File: src/rtl/ram_burst_master.sv
// Burst initiator for a single-port sync_ram: write bursts from a stream, read bursts into a 4-deep FIFO.
// Optional RAM_BOUND_CHK_EN rejects bursts that would run past the top address (err pulse, no access).
module ram_burst_master #(
    parameter int ADDR_W = 4,
    parameter int DATA_W = 8
) (
    input  logic              clk,
    input  logic              rst,
    input  logic              cmd_valid,
    output logic              cmd_ready,
    input  logic              cmd_wr,
    input  logic [ADDR_W-1:0] cmd_addr,
    input  logic [ADDR_W-1:0] cmd_len,
    input  logic              wr_valid,
    output logic              wr_ready,
    input  logic [DATA_W-1:0] wr_data,
    output logic              rd_valid,
    input  logic              rd_ready,
    output logic [DATA_W-1:0] rd_data,
    output logic              busy,
    output logic              done,
    output logic              err,
    output logic              ram_we,
    output logic [ADDR_W-1:0] ram_addr,
    output logic [DATA_W-1:0] ram_din,
    input  logic [DATA_W-1:0] ram_dout
);

    typedef enum logic [1:0] {IDLE, WR, RD, DONE} state_t;

    localparam logic [ADDR_W-1:0] ONE_A = 1;

    state_t            state_q, state_d;
    logic [ADDR_W-1:0] addr_ptr_q, addr_ptr_d;
    logic [ADDR_W-1:0] beats_left_q, beats_left_d;
    logic [ADDR_W-1:0] rd_left_q, rd_left_d;
    logic              issued_all_q, issued_all_d;
    logic [1:0]        vld_pipe_q, vld_pipe_d;
    logic [DATA_W-1:0] fifo_q [4];
    logic [DATA_W-1:0] fifo_d [4];
    logic [1:0]        wp_q, wp_d, rp_q, rp_d;
    logic [2:0]        cnt_q, cnt_d;
    logic              ram_we_q, ram_we_d;
    logic [ADDR_W-1:0] ram_addr_q, ram_addr_d;
    logic [DATA_W-1:0] ram_din_q, ram_din_d;
    logic              err_q, err_d;
    logic              push, pop;
    logic [3:0]        occ;

`ifdef RAM_BOUND_CHK_EN
    logic [ADDR_W:0] span;
    assign span = {1'b0, cmd_addr} + {1'b0, cmd_len};
`endif

    assign cmd_ready = (state_q == IDLE);
    assign wr_ready  = (state_q == WR);
    assign busy      = (state_q != IDLE);
    assign done      = (state_q == DONE);
    assign err       = err_q;
    assign rd_valid  = (cnt_q != 3'd0);
    assign rd_data   = fifo_q[rp_q];
    assign ram_we    = ram_we_q;
    assign ram_addr  = ram_addr_q;
    assign ram_din   = ram_din_q;

    assign pop  = rd_valid & rd_ready;
    assign push = vld_pipe_q[1];
    // Reads already issued but not yet in the FIFO still need a slot reserved.
    assign occ  = {1'b0, cnt_q} + {3'b0, vld_pipe_q[0]} + {3'b0, vld_pipe_q[1]};

    always_comb begin
        state_d      = state_q;
        addr_ptr_d   = addr_ptr_q;
        beats_left_d = beats_left_q;
        rd_left_d    = rd_left_q;
        issued_all_d = issued_all_q;
        vld_pipe_d   = {vld_pipe_q[0], 1'b0};
        ram_we_d     = 1'b0;
        ram_addr_d   = ram_addr_q;
        ram_din_d    = ram_din_q;
        err_d        = 1'b0;
        fifo_d       = fifo_q;
        wp_d         = wp_q;
        rp_d         = rp_q;
        cnt_d        = cnt_q + {2'b0, push} - {2'b0, pop};

        case (state_q)
            IDLE: begin
                if (cmd_valid) begin
                    addr_ptr_d   = cmd_addr;
                    beats_left_d = cmd_len;
                    rd_left_d    = cmd_len;
                    issued_all_d = 1'b0;
`ifdef RAM_BOUND_CHK_EN
                    if (span[ADDR_W]) err_d = 1'b1;
                    else
`endif
                    state_d = cmd_wr ? WR : RD;
                end
            end
            WR: begin
                if (wr_valid) begin
                    ram_we_d     = 1'b1;
                    ram_addr_d   = addr_ptr_q;
                    ram_din_d    = wr_data;
                    addr_ptr_d   = addr_ptr_q + ONE_A;
                    beats_left_d = beats_left_q - ONE_A;
                    if (beats_left_q == '0) state_d = DONE;
                end
            end
            RD: begin
                if (!issued_all_q && (occ <= 4'd3 + {3'b0, pop})) begin
                    ram_addr_d    = addr_ptr_q;
                    vld_pipe_d[0] = 1'b1;
                    addr_ptr_d    = addr_ptr_q + ONE_A;
                    beats_left_d  = beats_left_q - ONE_A;
                    if (beats_left_q == '0) issued_all_d = 1'b1;
                end
                if (pop) begin
                    if (rd_left_q == '0) state_d = DONE;
                    else                 rd_left_d = rd_left_q - ONE_A;
                end
            end
            default: state_d = IDLE;
        endcase

        if (push) begin
            fifo_d[wp_q] = ram_dout;
            wp_d         = wp_q + 2'd1;
        end
        if (pop) rp_d = rp_q + 2'd1;
    end

    always_ff @(posedge clk) begin
        if (rst) begin
            state_q      <= IDLE;
            addr_ptr_q   <= '0;
            beats_left_q <= '0;
            rd_left_q    <= '0;
            issued_all_q <= 1'b0;
            vld_pipe_q   <= '0;
            for (int i = 0; i < 4; i++) fifo_q[i] <= '0;
            wp_q         <= '0;
            rp_q         <= '0;
            cnt_q        <= '0;
            ram_we_q     <= 1'b0;
            ram_addr_q   <= '0;
            ram_din_q    <= '0;
            err_q        <= 1'b0;
        end else begin
            state_q      <= state_d;
            addr_ptr_q   <= addr_ptr_d;
            beats_left_q <= beats_left_d;
            rd_left_q    <= rd_left_d;
            issued_all_q <= issued_all_d;
            vld_pipe_q   <= vld_pipe_d;
            fifo_q       <= fifo_d;
            wp_q         <= wp_d;
            rp_q         <= rp_d;
            cnt_q        <= cnt_d;
            ram_we_q     <= ram_we_d;
            ram_addr_q   <= ram_addr_d;
            ram_din_q    <= ram_din_d;
            err_q        <= err_d;
        end
    end

endmodule

File: config.mk
export PLATFORM = sky130hd
export DESIGN_NAME = ram_burst_master
export DESIGN_NICKNAME = d
export VERILOG_FILES = /design/src/rtl/ram_burst_master.sv
export SDC_FILE = /design/constraint.sdc
export NUM_CORES = 1
export LEC_CHECK = 0
export ABC_AREA = 1
export BUFFER_PORTS_ARGS = -buffer_cell sky130_fd_sc_hd__buf_4
export CAP_MARGIN = 20
export CORE_MARGIN = 2
export CORE_UTILIZATION = 55
export CTS_BUF_LIST = sky130_fd_sc_hd__clkbuf_8
export DETAILED_ROUTE_END_ITERATION = 10
export PLACE_DENSITY = 0.79
export SLEW_MARGIN = 10
export SYNTH_ARGS = -nofsm -noshare
export SYNTH_HDL_FRONTEND = slang
export SYNTH_SLANG_ARGS = --single-unit
File: constraint.sdc
create_clock -name clk -period 3.7 [get_ports clk]
set_input_delay 0.37 -clock clk [delete_from_list [all_inputs] [get_ports clk]]
set_output_delay 0.37 -clock clk [all_outputs]
set_load 0.01 [all_outputs]
* After elaboration in Yosys (flattened, before gate mapping)
Index checks and enable logic that the tools add are counted.
** Word-level totals
- Register bits after elaboration :: 69
- Latch bits :: 0
- RAM bits :: 0
- Memory bits (read-only) :: 0
- Output and inout port bits :: 27
- Word-level logic and storage cells :: 99
- Memories kept :: 0
** Cells by class
- $add $sub $neg :: 10
- $mul :: 0
- Divide/modulo/power cells :: 0
- $lt $le $gt $ge :: 4
- Eq/ne operators :: 11
- Shift operators :: 0
- Multiplexer cells :: 33
- Bitwise logic cells :: 5
- Reduce and logical (&&, ||, !) cells :: 19
** Operators with widths (count)
- 2-to-1 mux 4 bit :: 10
- bitwise mux 32 bit :: 1
- 2-to-1 mux 8 bit :: 3
- case mux 4 bit (3 select lines) :: 2
- binary-select mux 8 bit (select 2 bit) :: 1
- demux 8 bit (select 2 bit) :: 1
- case mux 4 bit (2 select lines) :: 2
- != test 2 bit, second input constant :: 7
- 2-to-1 mux 2 bit :: 6
- AND reduction 4 bit :: 3
- logical NOT 4 bit :: 2
- subtractor 4 x 1 -> 4 bit, second input constant :: 2
- >= comparator 3 bit, second input constant :: 2
- NOT 2 -> 3 bit :: 2
- case mux 2 bit (3 select lines) :: 1
- nonzero test 2 bit :: 3
- nonzero test 3 bit :: 2
- 2-to-1 mux 1 bit :: 5
- AND reduction 5 bit :: 1
- adder 2 x 1 -> 2 bit, second input constant :: 2
- adder 3 x 1 -> 4 bit :: 1
- adder 4 x 1 -> 4 bit :: 1
- adder 4 x 1 -> 4 bit, second input constant :: 1
- equality test 2 bit, second input constant :: 2
- other kinds (16) :: 19

* Depth between registers and ports, before layout
Gate-level depths: netlist of run 1.
- Depth after elaboration :: 7
- Depth in mapped cells :: 16

* Worst setup path after synthesis of run 1
OpenSTA, ideal clock, no wires.
- Path type :: register -> register
- Start point :: reg vld_pipe_q[1]
- End point :: reg beats_left_q[3]
- Setup time :: 0.113 ns
- Arrival :: 2.141 ns
- Setup slack :: 1.447 ns
- Stages on the path, launching flop included :: 16
- Buffers on the path :: 0
- Period minus slack after synthesis :: 2.253 ns
- Cell sequence :: dfxtp_1 -> inv_1 -> fa_1 -> inv_2 -> ha_1 -> ha_1 -> nand2_1 -> nand2_1 -> nand2_1 -> nand2_1 -> nand2_2 -> nand2_2 -> nand2_4 -> nand2_4 -> nor2_1 -> nor2_1
** On the way
- Longest elaborated chain between the ends :: 5
** Ends and longest elaborated chain
- from (decl) :: line 38 : logic [1:0] vld_pipe_q, vld_pipe_d;
- from (signal assigned) :: line 156 : vld_pipe_q <= vld_pipe_d;
- adder 4 x 1 -> 4 bit :: line 69 : assign occ = {1'b0, cnt_q} + {3'b0, vld_pipe_q[0]} + {3'b0, vld_pipe_q[1]};
- <= comparator 4 x 3 -> 1 bit :: line 112 : if (!issued_all_q && (occ <= 4'd3 + {3'b0, pop})) begin
- logical AND 1 bit :: line 112
- != test 2 bit (no source line)
- AND reduction 4 bit (no source line)
- to (signal assigned) :: line 153 : beats_left_q <= beats_left_d;
- to (decl) :: line 35 : logic [ADDR_W-1:0] beats_left_q, beats_left_d;
Every way passes these cells.
A chain may end at the register's enable or synchronous reset.

* Worst setup path after layout of run 1
Ends and elaborated chain as after synthesis.

==> results.cfg, run 1 <==
[outcome]
status = finished, final reports clean

[floorplan]
ioPinCount = 57
rows = 28
die_x_microns = 82.0
die_h_microns = 82.0
die_area_sq_um = 6720
core-area_sq_um = 5890
initial_core_util = 0.568

[synthesis]
synth_edf_count = 0
synth.top_cells.by_count = nor2_1 (135), dfxtp_1 (69), o21ai_0 (69)
seq_area_frac_synth = 0.413
ys_ff_latch = 69
syn_nets = 518
syn_avg_cell_area_sq_um = 7.15
synthTopCellsByArea = dfxtp_1 (41%), nor2_1 (15%), o21ai_0 (10%)
yosysMostFrequentCell = nor2_1
synthDistinctLibCells = 29
syn_area_sq_um = 3340
synth_largest_area_cell = dfxtp_1
synth_top_area_frac = 0.413
synth_warnings = 0
synth_ff_type = dfxtp_1
async_flop_share = 0
synth_cells = 468

[final_layout]
n_fill_cell = 522
fin_util = 0.679
area_growth_pct = 19.4
drive_above_1_share = 0.169
nets = 572
diodes = 0

[pwr]
power.share.sequential = 0.335
p_switching_uw = 1160
p_comb_frac = 0.445
intPower_uw = 1750
p_leak_uw = 0.00183
powerDensity_nw_per_um2 = 727
clkPwrFrac = 0.220
ir_worst_vdd_v = 0.000413
p_sw_frac = 0.398
power_uw = 2900

[clock_network]
cts_tree = yes
clock-root-buffer = clkbuf_8
postCtsResizedCells = 0
cts_sinks = 69
cts_setup_buffers = 0
cts_buffer_depth = 2
cts_hold_buf = 0
clock_latency_ps = 350
cts_made_buffers = 9
h-tree-depth = 3
cts.clk_slew.worst_paths_ps = 70

[timing]
relSlewSlack = 0.370
slew_violations = 0
period_minus_slack_ps = 2460
fmax_mhz = 407
tns_ps = 0
hold_viol = 0
fin_ws_ps = 1240
fin_crit_sh = 0.664
clock_skew_ps = 6.88
timing.hold.ws_ps = 256
rsz0062_at_grt = false
tightest_slew_ps = 944
finalSetupViolCount = 0

[worst_setup_path]
rr_worst_depth = 15
critPathKind = register to register
crit_path_end_kind = register
cp.arrival_ps = 2740
r2r_end = beats_left_q[3]
worstPathRequired_ps = 3980
r2r_start = vld_pipe_q[1]
rrSetupSlack_ps = 1240
crit_start = vld_pipe_q[1]
crit_path_max_fanout = 10
startpoint_type = register

[hold_path]
min_to = rd_left_q[2]
hold_depth = 2
hp-class = primary input to register
hold_start = rst

[drt]
wire_per_inst_microns = 12.5
routed-via-count = 3103
drc = 0
wirelength_microns = 7530
drtPass1Iterations = 5
ant_nets = 0
vias_per_cell = 5.15
drtIter0Drc = 172

[run]
drv_cap = 0

[placed_design]
dpl_worst_slack_ps = 1260
dpl.hpwl_microns = 5200
gp_congestion = 0.876
io_buffer_count = 55

[global_routing]
antenna_found_initial = 0
grt_max_degree = 40
grt_overflow = 0
first_global_vias = 2792
grt_pass1_wl_microns = 12300
grt_usage = 0.241
==> cell families (layout without fill, tap and decap cells) <==
group                    count (synthesis)  after routing  synth area share
XOR/XNOR                                 3              3           0.00786
adder cells (fa/ha/maj)                 20             20            0.0793
other                                    1              1           0.00112
AND/OR/NAND/NOR                        209            209             0.256
AO/OA/AOI/OAI                          109            109             0.171
buffers and inverters                   57            116            0.0718
flip-flops                              69             69             0.413
==> final cells by class <==
| type | instances | area (sq um) | share of cell area |
|---|---|---|---|
| clock buffers | 11 | 151 | 0.0379 |
| flip-flops and latches | 69 | 1380 | 0.346 |
| well taps | 75 | 93.8 | 0.0235 |
| inverters | 44 | 165 | 0.0414 |
| multi-input cells | 342 | 1720 | 0.431 |
| repair buffers | 56 | 420 | 0.105 |
| clock inverters | 5 | 58.8 | 0.0147 |
==> worst max path at each step <==
stage | end | slack, ps
after global routing | ram_addr[1] | 1050
after floorplan | beats_left_q[3] | 1450
after global placement | beats_left_q[3] | 1350
after detailed placement | addr_ptr_q[1] | 1260
after CTS | beats_left_q[3] | 1230
final | beats_left_q[3] | 1240
==> per-layer routing <==
metal	routed length, microns	global-route usage	vias to the layer above
li1	-	-	1613
met1	3310	0.303	1396
met2	3640	0.398	83
met3	455	0.0495	11
met4	132	0.103	0
met5	0	0	-
==> layout by cell type, fill, tap and decap left out, types with 2 or more instances in the layout <==
cell          n
nand3b_1      5
nor2_1      135
nand2_1      49
a21oi_1      20
inv_1        39
nand4_1       2
nand2_4       2
xnor2_1       2
nand3_1       7
fa_1          2
ha_1         18
o31ai_1       2
dfxtp_1      69
clkinvlp_4    2
clkbuf_8     11
o22ai_1       8
nand2_2       7
o21ai_0      69
buf_4        56
a21oi_2       2
o21ai_1       7
inv_2         5
==> flip-flops by register name, indices dropped and copies added, names as in the netlist, 2 cells and up <==
signal / flops
fifo_q: 32
beats_left_q: 4
cnt_q: 3
rd_left_q: 4
ram_addr: 4
state_q: 2
wp_q: 2
rp_q: 2
vld_pipe_q: 2
addr_ptr_q: 4
ram_din: 8
==> per-stage QoR <==
step	cell area [sq um]	cells
floorplan	3340	468
finish	3990	602
global placement	3780	586
detailed placement	3780	586
global route	3990	602
CTS	3990	602
==> critical path, stage by stage, from the launching register on <==
cell     delay [ps]
dfxtp_1         410
inv_1           130
fa_1            440
inv_2            90
ha_1            160
xor2_1          190
ha_1            270
nand2_1          70
nand2_1          60
nand2_2          70
nand2_2          80
nand2_4         110
nand2_4          90
nand2_1          70
nand2_1          40
nor2_1           80
==> power by group through the flow <==
stage               logic, uW  registers, uW  clock network (uW)
floorplan                 966            965                   0
global placement         1250            984                   0
detailed placement       1290            987                   0
CTS                      1300            971                 648
global route             1480            992                 684
finish                   1290            972                 639
No activity file was read; power rests on OpenSTA's default activity.
==> inputs of run 2 (changes only) <==
--- a/config.mk
+++ b/config.mk
@@ -9,7 +9,7 @@
 export BUFFER_PORTS_ARGS = -buffer_cell sky130_fd_sc_hd__buf_4
 export CAP_MARGIN = 20
 export CORE_MARGIN = 2
-export CORE_UTILIZATION = 55
+export CORE_UTILIZATION = 52
 export CTS_BUF_LIST = sky130_fd_sc_hd__clkbuf_8
 export DETAILED_ROUTE_END_ITERATION = 10
 export PLACE_DENSITY = 0.79
==> constraint.sdc (replaced) <==
create_clock -name clk -period 2.2 [get_ports clk]
set_input_delay 0.22 -clock clk [delete_from_list [all_inputs] [get_ports clk]]
set_output_delay 0.22 -clock clk [all_outputs]
set_load 0.01 [all_outputs]
==> run 2 against run 1 <==
Compared with the run above:
- die area up 5.5%
- hold slack lost 160 ps
- clock-buffer cell count shrank 1
- sequential share of layout area fell by 1.4 points
- clock power increased by 66%
- non-clock buffer count is 8 higher
- fmax rose by 14%
- register-to-register slack got worse by 1200 ps
- critical path depth fell by 1
- via count increased by 2.0%
==> results.cfg, run 2 (synthesis gave the netlist of run 1 again) <==
[outcome]
status = finished, final reports clean

[floorplan]
die_h_microns = 84.2
rows = 29
die_x_microns = 84.2
die_area_sq_um = 7090
initial_core_util = 0.533
core-area_sq_um = 6280
ioPinCount = 57

[drt]
vias_per_cell = 5.16
wirelength_microns = 8080
drtPass1Iterations = 5
drtIter0Drc = 175
ant_nets = 0
routed-via-count = 3164
wire_per_inst_microns = 13.2
drc = 0

[final_layout]
layout_common_cells = nor2_1 (132), o21ai_0 (69), dfxtp_1 (67), buf_4 (63), nand2_1 (42)
regMostFlops = fifo_q
largest_reg_flops = 32
final_common_cell = nor2_1
nets = 581
drive_above_1_share = 0.220
area_growth_pct = 24.8
n_fill_cell = 535
diodes = 0

[global_routing]
grt_max_degree = 57
grt_overflow = 0
antenna_found_initial = 0
grt_pass1_wl_microns = 13100
first_global_vias = 2872
grt_usage = 0.228

[worst_setup_path]
crit_path_max_fanout = 8
crit_path_end_kind = register
worstPathRequired_ps = 2460
cp.arrival_ps = 2410
startpoint_type = register
critPathKind = register to register

[clock_network]
cts_made_buffers = 9
clock-root-buffer = clkbuf_8
cts_hold_buf = 0
cts.clk_slew.worst_paths_ps = 80
h-tree-depth = 3
clock_latency_ps = 350
cts_buffer_depth = 2
cts_tree = yes
cts_sinks = 69

[placed_design]
io_buffer_count = 55
gp_congestion = 0.777
dpl.hpwl_microns = 5320

[timing]
fin_crit_sh = 0.980
clock_skew_ps = 8.49
hold_viol = 0
timing.hold.ws_ps = 91.9
tns_ps = 0
finalSetupViolCount = 0
period_minus_slack_ps = 2160
fmax_mhz = 464
slew_violations = 0
rsz0062_at_grt = true
tightest_slew_ps = 529
relSlewSlack = 0.647

[run]
drv_cap = 0

[pwr]
ir_worst_vdd_v = 0.000807
powerDensity_nw_per_um2 = 1260
p_leak_uw = 0.00190

[hold_path]
hp-class = primary input to register
[run 2: where the power goes]
part	internal (uW)	total (uW)	leakage (uW)	switching (uW)
clock	552	1060	0.000106	507
sequential	1470	1620	0.000563	156
combinational	1070	2570	0.00123	1500
total	3080	5250	0.00190	2170
[run 2: per-stage QoR]
stage | setup slack, ps | power, uW | instance area, sq um | util | instances
final | 43.2 | 5250 | 4170 | 0.665 | 613
after global routing | -76.5 | 5660 | 4170 | 0.665 | 613
after CTS | 19.4 | 5050 | 4080 | 0.650 | 609
after detailed placement | -30.8 | 3870 | 3830 | 0.610 | 592
after global placement | 49.4 | 3780 | 3830 | 0.610 | 592
after floorplan | 26.4 | 3250 | 3350 | - | 468
[run 2: final cells by class]
type | instances | area (sq um) | share of cell area
repair buffers | 64 | 493 | 0.118
multi-input cells | 343 | 1830 | 0.440
well taps | 77 | 96.3 | 0.0231
inverters | 44 | 165 | 0.0396
clock inverters | 6 | 62.6 | 0.0150
clock buffers | 10 | 138 | 0.0330
flip-flops and latches | 69 | 1380 | 0.332
[run 2: critical path, cell delays in order (launching register included)]
cell	delay, ps
dfxtp_2	340
inv_2	50
fa_2	380
inv_2	90
ha_4	140
xor2_2	150
ha_1	260
nand2_1	70
nand2_1	50
nand2_2	100
nand2_4	90
nand2_8	120
nand2_4	90
nor2_1	110
nor2_1	50
[run 2: repair_timing]
item | CTS | global route
cloned | 0 | 1
resized for setup | 7 | 17
buffers inserted | 1 | 3
endpoints found under the setup margin | 9 | 12
pin swaps | 1 | 5
[run 2: path summary, 6_finish.rpt]
check                      from              end  slack [ps]  cells after the start
setup / recovery       cnt_q[0]  beats_left_q[3]          40                     14
hold / removal              rst     rd_left_q[2]          90                      2
setup reg to reg       cnt_q[0]  beats_left_q[3]          40                     14
hold reg to reg   vld_pipe_q[0]    vld_pipe_q[1]         470                      2
[run 2: per-layer routing]
metal / wire [microns] / global-route usage / part of all wire / vias to the layer above
met5: 0 / 0 / 0 / -
met4: 93 / 0.0792 / 0.012 / 0
met3: 475 / 0.0600 / 0.059 / 9
met2: 4060 / 0.385 / 0.50 / 80
met1: 3450 / 0.283 / 0.43 / 1443
li1: - / - / - / 1632
==> inputs of run 3 (changes only) <==
--- a/config.mk
+++ b/config.mk
@@ -6,7 +6,7 @@
 export NUM_CORES = 1
 export LEC_CHECK = 0
 export ABC_AREA = 1
-export BUFFER_PORTS_ARGS = -buffer_cell sky130_fd_sc_hd__buf_4
+export BUFFER_PORTS_ARGS = -buffer_cell sky130_fd_sc_hd__buf_2
 export CAP_MARGIN = 20
 export CORE_MARGIN = 2
 export CORE_UTILIZATION = 52
==> constraint.sdc (replaced) <==
create_clock -name clk -period 2.2 [get_ports clk]
set_input_delay 0.44 -clock clk [delete_from_list [all_inputs] [get_ports clk]]
set_output_delay 0.44 -clock clk [all_outputs]
set_load 0.01 [all_outputs]
==> run 3 against run 2 <==
Compared with the run above:
- via count down 0.13%
- combinational power down 9.3%
- largest cell class unchanged
- utilization down 2.6 points
- largest power group unchanged
- sequential share of layout area up 1.4 points
==> results.cfg, run 3 (synthesis gave the netlist of run 1 again) <==
[placed_design]
dpl.hpwl_microns = 5250
io_buffer_count = 55
dpl_worst_slack_ps = -21.3
gp_congestion = 0.810
placedInstanceArea_sq_um = 3690
dp_cells = 593

[final_layout]
drive_above_1_share = 0.206
fin_area_sq_um = 4010
layout_common_cells = nor2_1 (133), o21ai_0 (69), dfxtp_1 (66), buf_2 (55), nand2_1 (47)
nets = 580
largest_reg_flops = 32
regMostFlops = fifo_q
multi_input_area_sq_um = 1800
finalNonFillerCells = 613
regArea_sq_um = 1390
n_fill_cell = 557
final_common_cell = nor2_1
area_growth_pct = 20.0

[timing]
tns_ps = 0
fin_ws_ps = 75.0
clock_skew_ps = 6.38
slew_violations = 0
timing.hold.ws_ps = 338
relSlewSlack = 0.665
fin_crit_sh = 0.966
fmax_mhz = 471
hold_viol = 0
finalSetupViolCount = 0
tightest_slew_ps = 501
rsz0062_at_grt = true
period_minus_slack_ps = 2120

[worst_setup_path]
worstPathRequired_ps = 2460
crit_start = cnt_q[0]
cp_slowest_cell = fa_2
crit_path_max_fanout = 8
critPathKind = register to register
slowest_delay_ps = 370
startpoint_type = register
r2r_start = cnt_q[0]
path_buf_inv = 2
cp.arrival_ps = 2380
crit_chain = inv_2, fa_2, inv_2, ha_4, ha_4, nand2_1, nand2_1, nand2_1, nand2_1, nand2_2, nand2_4, nand2_8, nand2_8, nand2_1, nand2_1, nor2_1
critical-path-top-delay-family = adder cells
crit_top_cell = nand2_1
crit_path_end_kind = register

[pwr]
powerDensity_nw_per_um2 = 1280
ir_worst_vdd_v = 0.000853
p_leak_uw = 0.00186

[floorplan]
die_x_microns = 84.2
rows = 29
initial_core_util = 0.533
die_area_sq_um = 7090
die_h_microns = 84.2
ioPinCount = 57
core-area_sq_um = 6280

[drt]
ant_nets = 0
wire_per_inst_microns = 12.4
wirelength_microns = 7620
drtPass1Iterations = 4
routed-via-count = 3160
drtIter0Drc = 149
drc = 0
vias_per_cell = 5.15

[hold_path]
hp-class = primary input to register
hold_start = wr_data[6]

[clock_network]
h-tree-depth = 3
cts_made_buffers = 9
cts_buffer_depth = 2
cts_sinks = 69
clock-root-buffer = clkbuf_8
cts.clk_slew.worst_paths_ps = 80
cts_tree = yes
clock_latency_ps = 350

[global_routing]
grt_pass1_wl_microns = 12600
antenna_found_initial = 1
grt_max_degree = 38
grt_overflow = 0
grt_usage = 0.220
first_global_vias = 2831

[run]
drv_cap = 0

[outcome]
status = finished, final reports clean
## run 3: changes by cell type in the layout (fill, tap and decap cells not counted), sizes merged
| cell | change |
|---|---|
| buf | -1 |
| diode | +1 |
| clkinvlp | +1 |
| clkinv | -2 |
| bufinv | +1 |
## run 3: repair_timing
item | CTS | global route
resized for setup | 4 | 13
cloned | 1 | 0
endpoints found under the setup margin | 6 | 12
hold buffers | 0 | 0
pin swaps | 1 | 8
setup buffers | 1 | 1
## run 3: worst paths after layout
kind	depth (start not counted)	endpoint	slack, ps
worst max-delay path	16	beats_left_q[3]	80
worst min-delay path	3	ram_din[6]	340
worst max register to register	16	beats_left_q[3]	80
worst min register to register	2	ram_din[6]	480
## run 3: power by group
group          switching, uW  internal [uW]
logic                   1430            907
clock network            507            667
registers                147           1470
## run 3: through the flow
| step | utilization | total power, uW |
|---|---|---|
| 2_1_floorplan | - | 3250 |
| 3_3_place_gp | 0.587 | 3670 |
| 3_5_place_dp | 0.587 | 3750 |
| 4_1_cts | 0.630 | 5040 |
| 5_1_grt | 0.639 | 5530 |
| 6_report | 0.639 | 5120 |
## run 3: area by class of cell
class / instances / share of cell area
inverters: 44 / 0.0412
flip-flops and latches: 69 / 0.345
clock inverters: 6 / 0.0215
clock buffers: 10 / 0.0343
repair buffers: 63 / 0.0836
diodes: 1 / 0.000624
multi-input cells: 343 / 0.450
well taps: 77 / 0.0240
## run 3: worst reg2reg max path, delay by kind of cell (launching register included)
kind / cells / cell delay, ps
fa+ha+maj: 3 / 830
buf+inv: 2 / 130
flops: 1 / 340
simple gates: 11 / 730
## run 3: layer usage
metal	up-vias	wire, microns	global-route usage
li1	1633	-	-
met1	1427	3370	0.274
met2	86	3670	0.371
met3	14	422	0.0403
met4	0	145	0.104
met5	-	0	0
